--- src/rtl/shot_pkg.sv ---
// Shared types and widths for the shot sequencer and its cooldown timer.
package shot_pkg;

  localparam int MAG_W = 16;
  localparam int LEN_W = 8;
  localparam int CNT_W = 8;
  localparam int CD_W  = 24;

  typedef enum logic [1:0] {
    ST_SETTLE   = 2'd0,
    ST_IDLE     = 2'd1,
    ST_ACTIVE   = 2'd2,
    ST_COOLDOWN = 2'd3
  } shot_state_e;

  typedef enum logic [1:0] {
    REJ_NONE  = 2'd0,
    REJ_SHORT = 2'd1,
    REJ_TILT  = 2'd2
  } reject_cause_e;

  // Per-sample outcome of the candidate tracker while ACTIVE.
  typedef enum logic [1:0] {
    EV_NONE   = 2'd0,
    EV_ACCEPT = 2'd1,
    EV_SHORT  = 2'd2,
    EV_TILT   = 2'd3
  } shot_event_e;

  function automatic logic [CNT_W-1:0] sat_inc(input logic [CNT_W-1:0] v);
    return (v == {CNT_W{1'b1}}) ? v : v + 1'b1;
  endfunction

endpackage

--- src/rtl/shot_cooldown_timer.sv ---
// Loadable down-counter; done pulses for one cycle when the loaded count has expired.
module shot_cooldown_timer
  import shot_pkg::*;
#(
  parameter int W = CD_W
) (
  input  logic         clk,
  input  logic         rst,
  input  logic         clear,
  input  logic         load,
  input  logic [W-1:0] load_val,
  output logic         done
);

  logic [W-1:0] count;
  logic         running;

  always_ff @(posedge clk) begin
    if (rst || clear) begin
      count   <= '0;
      running <= 1'b0;
    end else if (load) begin
      count   <= load_val;
      running <= 1'b1;
    end else if (running) begin
      if (count == '0) running <= 1'b0;
      else             count   <= count - 1'b1;
    end
  end

  assign done = running && (count == '0);

endmodule

--- src/rtl/shot_sequencer.sv ---
// Shot detector on the flick magnitude stream: settle, idle, active, cooldown.
// Optional reject statistics ports are enabled by defining SHOT_SEQ_STATS_EN.
//
// state    | meaning
// SETTLE   | filter baseline converging, samples counted but not evaluated
// IDLE     | waiting for a sample at or above THRESH_ON
// ACTIVE   | candidate in progress, tracking peak and length
// COOLDOWN | dead time after an accepted shot or a tilt abort
module shot_sequencer
  import shot_pkg::*;
#(
  parameter logic [MAG_W-1:0] THRESH_ON      = 16'd200,
  parameter logic [MAG_W-1:0] THRESH_OFF     = 16'd100,
  parameter int unsigned      MIN_SAMPLES    = 2,
  parameter int unsigned      MAX_SAMPLES    = 64,
  parameter int unsigned      SETTLE_SAMPLES = 16,
  parameter logic [CD_W-1:0]  COOLDOWN_CYC   = 24'd10_000_000
) (
  input  logic             clk,
  input  logic             rst,
  input  logic             enable,
  input  logic             flick_valid,
  input  logic [MAG_W-1:0] flick,
  output logic             shot_valid,
  output logic [MAG_W-1:0] shot_peak,
  output logic [LEN_W-1:0] shot_len,
  output logic [CNT_W-1:0] shot_count,
`ifdef SHOT_SEQ_STATS_EN
  output logic [CNT_W-1:0] reject_count,
  output logic [1:0]       last_reject,
`endif
  output logic             busy,
  output logic [1:0]       state_dbg
);

  localparam logic [LEN_W-1:0] MIN_N    = LEN_W'(MIN_SAMPLES);
  localparam logic [LEN_W:0]   MAX_N    = (LEN_W+1)'(MAX_SAMPLES);
  localparam logic [CNT_W-1:0] SETTLE_N = CNT_W'(SETTLE_SAMPLES);
  localparam logic [CD_W-1:0]  CD_LOAD  = (COOLDOWN_CYC == '0) ? '0 : COOLDOWN_CYC - 1'b1;

  shot_state_e      state, state_nxt;
  shot_event_e      ev;
  logic [CNT_W-1:0] settle_cnt, settle_nxt;
  logic [MAG_W-1:0] peak, peak_nxt;
  logic [LEN_W-1:0] len, len_nxt;
  logic             cd_load, cd_done;

  always_ff @(posedge clk) begin
    if (rst) state <= ST_SETTLE;
    else     state <= state_nxt;
  end

  always_comb begin
    state_nxt  = state;
    settle_nxt = settle_cnt;
    peak_nxt   = peak;
    len_nxt    = len;
    ev         = EV_NONE;
    if (!enable) begin
      state_nxt  = ST_SETTLE;
      settle_nxt = '0;
      peak_nxt   = '0;
      len_nxt    = '0;
    end else begin
      unique case (state)
        ST_SETTLE: begin
          if (settle_cnt >= SETTLE_N) begin
            state_nxt  = ST_IDLE;
            settle_nxt = '0;
          end else if (flick_valid) begin
            settle_nxt = settle_cnt + 1'b1;
          end
        end
        ST_IDLE: begin
          if (flick_valid && (flick >= THRESH_ON)) begin
            state_nxt = ST_ACTIVE;
            peak_nxt  = flick;
            len_nxt   = LEN_W'(1);
          end
        end
        ST_ACTIVE: begin
          if (flick_valid) begin
            if (flick < THRESH_OFF) begin
              if (len >= MIN_N) begin
                ev        = EV_ACCEPT;
                state_nxt = ST_COOLDOWN;
              end else begin
                ev        = EV_SHORT;
                state_nxt = ST_IDLE;
              end
            // Abort one sample early so len never reaches MAX_SAMPLES.
            end else if (({1'b0, len} + (LEN_W+1)'(2)) >= MAX_N) begin
              ev        = EV_TILT;
              state_nxt = ST_COOLDOWN;
            end else begin
              peak_nxt = (flick > peak) ? flick : peak;
              len_nxt  = len + 1'b1;
            end
          end
        end
        ST_COOLDOWN: begin
          if (cd_done) state_nxt = ST_IDLE;
        end
        default: state_nxt = ST_SETTLE;
      endcase
    end
  end

  assign cd_load = (ev == EV_ACCEPT) || (ev == EV_TILT);

  shot_cooldown_timer #(.W(CD_W)) u_cooldown (
    .clk      (clk),
    .rst      (rst),
    .clear    (!enable),
    .load     (cd_load),
    .load_val (CD_LOAD),
    .done     (cd_done)
  );

  always_ff @(posedge clk) begin
    if (rst) begin
      settle_cnt <= '0;
      peak       <= '0;
      len        <= '0;
      shot_valid <= 1'b0;
      shot_peak  <= '0;
      shot_len   <= '0;
      shot_count <= '0;
      busy       <= 1'b0;
    end else begin
      settle_cnt <= settle_nxt;
      peak       <= peak_nxt;
      len        <= len_nxt;
      shot_valid <= (ev == EV_ACCEPT);
      busy       <= (state_nxt == ST_ACTIVE) || (state_nxt == ST_COOLDOWN);
      if (ev == EV_ACCEPT) begin
        shot_peak  <= peak;
        shot_len   <= len;
        shot_count <= shot_count + 1'b1;
      end
    end
  end

`ifdef SHOT_SEQ_STATS_EN
  always_ff @(posedge clk) begin
    if (rst) begin
      reject_count <= '0;
      last_reject  <= REJ_NONE;
    end else if (ev == EV_SHORT) begin
      reject_count <= sat_inc(reject_count);
      last_reject  <= REJ_SHORT;
    end else if (ev == EV_TILT) begin
      reject_count <= sat_inc(reject_count);
      last_reject  <= REJ_TILT;
    end
  end
`endif

  assign state_dbg = state;

endmodule

--- config.mk ---
export PLATFORM = sky130hd
export DESIGN_NAME = shot_sequencer
export DESIGN_NICKNAME = d
export VERILOG_FILES = /design/src/rtl/shot_pkg.sv /design/src/rtl/shot_cooldown_timer.sv /design/src/rtl/shot_sequencer.sv
export SDC_FILE = /design/constraint.sdc
export NUM_CORES = 1
export LEC_CHECK = 0
export ABC_AREA = 1
export CAP_MARGIN = 20
export CORE_MARGIN = 5
export CORE_UTILIZATION = 30
export CTS_CLUSTER_DIAMETER = 60
export CTS_CLUSTER_SIZE = 10
export DETAILED_ROUTE_END_ITERATION = 8
export GPL_TIMING_DRIVEN = 1
export PLACE_DENSITY = 0.54
export SYNTH_ARGS = -nofsm -noshare
export SYNTH_HDL_FRONTEND = slang
export SYNTH_SLANG_ARGS = --single-unit
--- constraint.sdc ---
create_clock -name clk -period 2.1 [get_ports clk]
set_input_delay 0.42 -clock clk [delete_from_list [all_inputs] [get_ports clk]]
set_output_delay 0.42 -clock clk [all_outputs]
set_load 0.02 [all_outputs]
======== After elaboration in Yosys (flattened, before gate mapping) ========
Index checks and enable logic that the tools add are counted.
operators by class
  $add $sub $neg .......................... 5
  order comparisons ....................... 6
  equality and inequality tests ........... 13
  multiplexer cells ....................... 34
  bitwise logic cells ..................... 2
  reductions and logical operators ........ 18
operators with widths
  operator                 number
  $mux W16                 5
  $mux W24                 3
  $mux W8                  6
  $pmux W16 S2             1
  $mux W2                  14
  $add A8 B1 Y8 const B    3
  $logic_not A24 Y1        1
  $sub A24 B1 Y24 const B  1
  $ge A16 B8 Y1 const B    1
  $gt A16 B16 Y1           1
  $lt A16 B7 Y1 const B    1
  $pmux W8 S2              1
  $ne A2 B2 Y1 const B     6
  $eq A2 B2 Y1 const B     5
  $add A8 B2 Y9 const B    1
  $ge A9 B7 Y1 const B     1
  $ge A8 B2 Y1 const B     1
  $ge A8 B5 Y1 const B     1
  $pmux W2 S4              1
  $reduce_and A2 Y1        3
  $reduce_and A6 Y1        1
  $reduce_bool A2 Y1       3
  $reduce_and A5 Y1        1
  $eq A2 B1 Y1 const B     2
  other kinds (7)          14
word-level totals
  bits in registers ....................... 93
  output and inout port bits .............. 36

======== Longest topological paths before layout ========
  depth after elaboration ................. 11
  mapped depth ............................ 17
  gate-level depth less buffers ........... 16

======== Cells and area by module ========
A second synthesis with hierarchy kept.
unflattened totals
  cell total of the unflattened synthesis .. 764
  area, all modules ....................... 5297.6 sq um
by module, submodules not included
  module               times used  cells each  area an instance (sq um)  sequential area each (sq um)
  shot_sequencer       1           467         3372.0                    1361.3
  shot_cooldown_timer  1           297         1925.6                    500.5

======== Worst setup path before layout ========
No wires, ideal clock.
  path kind ............................... input port to flip-flop
  start ................................... input flick[15]
  end ..................................... register peak[12]
  library setup time ...................... 0.115 ns
  data arrival time ....................... 1.687 ns
  path slack .............................. 0.298 ns
  stages .................................. 13
  buffers on the path ..................... 1
  cell sequence ........................... ha_1 nand2_1 nor2_1 nand2_1 inv_1 nand2_1 nand2_1 nand2_1 nand2_1 clkbuf_1 nand3_1 nand2_1 nor2_1
on the way
  cells in the longest elaborated chain, start to end .. 4
  elaborated cells on any way between the ends .. 8
  those cells by class .................... 3 x order compare; 3 x eq/ne; 2 x reduce/logical
ends and longest elaborated chain
  element                        RTL line               RTL
  start: declaration             shot_sequencer.sv:23   input logic [MAG_W-1:0] flick,
  $ge A16 B8 Y1                  shot_sequencer.sv:75   if (flick_valid && (flick >= THRESH_ON)) begin
  $logic_and A1 B1 Y1            shot_sequencer.sv:75
  $ne A2 B2 Y1 (no line)         -
  $reduce_and A6 Y1 (no line) *  -
  end signal: assignment         shot_sequencer.sv:132  peak <= peak_nxt;
  end: declaration               shot_sequencer.sv:44   logic [MAG_W-1:0] peak, peak_nxt;
Mark *: on every way between the ends. The rest lies on a longest branch, timed or not.
A chain may end at the register's enable or synchronous reset.

======== Worst setup path in the final report ========
  start ................................... input flick[10]
  end ..................................... register shot_peak[0]
on the way
  cells in the longest elaborated chain, start to end .. 6
ends and longest elaborated chain
  element                 RTL line               RTL
  $lt A16 B7 Y1           shot_sequencer.sv:83   if (flick < THRESH_OFF) begin
  $mux W2                 shot_sequencer.sv:83
  $mux W2                 shot_sequencer.sv:82   if (flick_valid) begin
  $mux W2                 shot_sequencer.sv:65   unique case (state)
  $mux W2                 shot_sequencer.sv:59   if (!enable) begin
  $eq A2 B1 Y1            shot_sequencer.sv:136  if (ev == EV_ACCEPT) begin
  end signal: assignment  shot_sequencer.sv:137  shot_peak <= peak;
  end: declaration        shot_sequencer.sv:25   output logic [MAG_W-1:0] shot_peak,
No other way between the ends.

==> metrics.yaml <==
hpwl_um: 9760
rrSetupSlack_ps: 170
slew_violations: 0
r2r-start: "len[0]"
ff2ff_path_depth: 13
dp.cells: 1062
critPathBufInv: 2
grt_pass1_wl_um: 21600
antenna_found_initial: 0
cp-end-kind: "register"
peakVddDrop_v: 0.000375
rsz0062_at_grt: "true"
die_x_um: 140
ys_warn_count: 0
wl_per_cell_um: 12.2
worstSetupStartpointType: "input pin"
initial_core_util_pct: 30.5
htree_levels: 3
synth_top_cell_area_share_pct: 36.8
dieArea_sq_um: 19600
clock_path_buffers: 2
slowest_stage: "clkdlybuf4s50_1"
mostFrequentLayoutCell: "nand2_1"
final_cell_mix: "nand2_1, inv_1, nor2_1, dfxtp_1, nand3_1"
core_sq_um: 16600
clk_latency_ps: 350
cp.arrival_ps: 2240
synthesis.area_sq_um: 5060
fmax_ghz: 0.501
synth_area_leaders: "dfxtp_1, nand2_1, inv_1"
synth_top_cell_by_area: "dfxtp_1"
vias: 4837
grt_max_degree: 33
dr.pass1.iters: 4
worstMarginPinSlew_ps: 373
crit_type: "in -> reg"
syn-instance-count: 764
drt_iter0_drc: 177
clkTransAtPathRegs_ps: 70
ant_nets: 0
gp_congestion: 0.802
setup_viol: 0
grt_usage_pct: 13.5
drt_wl_total_um: 13200
wl_met2_um: 5720
crit_cells: 12
ys_types: 30
relSlewSlack_pct: 75.0
wl_met1_um: 6710
hold_path.class: "reg -> reg"
ys_seq_area_share_pct: 36.8
grt_pass1_vias: 4294
post-route-util_pct: 40.1
final_cells: 1081
ys_ff_latch: 93
p_total_mw: 3.64
crit_fanout: 11
reg2reg_to: "u_cooldown.count[19]"
via_per_inst: 4.47
p_leak_nw: 3.03
grt-ovfl-total: 0
nets: 899
drc_errors: 0
cts_tree: "built"
port_buffers: 55
diodes: 0
outcome: "completed"
cts_buffers: 9
crit_path_end: "shot_peak[0]"
syn_avg_cell_area_sq_um: 6.62
crit_chain: "clkdlybuf4s50_1 -> nor2_1 -> nand3_1 -> nor2_4 -> nand2_1 -> nand2_1 -> nand2_2 -> nor2_4 -> nand2_4 -> buf_12 -> nor2_1 -> nor2_1"
drive_gt1_share_pct: 12.8
clockRootBuffer: "clkbuf_16"
required_ps: 2350
fin_skew_ps: 10.4
syn-num-nets: 806
crit_path_max_incr_delay_ps: 450
ios: 56
period_share_pct: 95.0
cts_hold_buffers: 0
rows: 47
drv_cap: 0
period_needed_ps: 1990
dieHeight_um: 140
area_growth_pct: 31.3
critical-path-top-delay-family: "simple AND/OR/NAND/NOR gates"
dr_wl_met3_um: 527
clock-sinks: 93
power.density_nw_per_um2: 547
hold_viol: 0
dr.max_layer_used: "met4"
critPathMostFrequentCell: "nor2_1"
critPathLaunch: "flick[10]"
==> state kept, by name, summed over array words and instances, names as in the netlist <==
name	cells
u_cooldown.running	1
shot_peak	16
shot_valid	1
shot_count	8
busy	1
u_cooldown.count	24
state_dbg	2
len	8
peak	16
settle_cnt	8
shot_len	8
==> what timing repair did <==
item                       in CTS  in global routing
gates resized for setup         0                 26
setup endpoints to repair       0                 71
setup buffers                   0                  2
==> routing by layer <==
metal	vias to the layer above	global-route usage, %
met3	10	2.54
li1	2575	-
met4	0	5.20
met5	-	0
met2	70	19.8
met1	2182	19.6
==> kinds of logic after synthesis <==
logic type                 synth area share, %
buffers and inverters                     11.8
and+or+nand+nor                           32.6
AOI/OAI and AO/OA                         11.3
xor gates and xnor gates                  2.08
DFF                                       36.8
adders and majority gates                 5.44
==> synth_stat cells (all sizes together) <==
master / number
clkinv: 1
xor2: 11
o211ai: 1
nor3b: 3
nand3: 52
a21o: 1
ha: 22
o21ai: 15
clkbuf: 8
nor3: 6
o21bai: 3
nand4: 13
nand2: 198
dfxtp: 93
a31oi: 7
buf: 15
nor4: 1
inv: 121
nor2: 124
xnor2: 1
a21oi: 68
==> how the worst min path moves through the flow <==
stage,from,endpoint,slack (ps),cells after the start
after floorplan,settle_cnt[5],settle_cnt[5],420,2
after global placement,settle_cnt[5],settle_cnt[5],430,2
after detailed placement,settle_cnt[5],settle_cnt[5],430,2
after CTS,settle_cnt[5],settle_cnt[5],440,2
after global routing,settle_cnt[5],settle_cnt[5],460,2
final,settle_cnt[5],settle_cnt[5],440,2
==> power by group <==
part           internal, mW  switching (mW)  leakage, nW
Sequential             1.76        0.000936        0.749
Clock                 0.954           0.723        0.145
Combinational        0.0904           0.105         2.14
Total                  2.81           0.828         3.03
==> final cells by class <==
| class | count | area (sq um) |
|---|---|---|
| timing repair buffer | 105 | 1080 |
| tap | 220 | 275 |
| clock buffer | 10 | 239 |
| inverter | 122 | 459 |
| clock inverter | 5 | 60.1 |
| fill | 1806 | 9940 |
| multi-input combinational | 526 | 2670 |
| sequential | 93 | 1860 |
==> metrics by stage <==
step | hold slack [ps] | cell area, sq um | setup WS (ps) | TNS, ps
3_5_place_dp | 429 | 6200 | -360 | -21560
3_3_place_gp | 430 | 6200 | -287 | -18140
5_1_grt | 458 | 6640 | -24.3 | -78.0
2_1_floorplan | 419 | 5060 | 298 | 0
4_1_cts | 439 | 6490 | 16.5 | 0
6_report | 436 | 6640 | 105 | 0
==> worst reg2reg max path, stage by stage (launching register included) <==
cell     delay (ps)
dfxtp_1         330
inv_1            80
ha_1            210
nor2_1           90
nand3_1          90
nor2_2          160
nand3_1         140
nand2_2         100
nor2_4           60
buf_4           130
buf_4           140
nor2_2          130
nand2_1          70
a21oi_1         130
No activity file was read; power rests on OpenSTA's default activity.
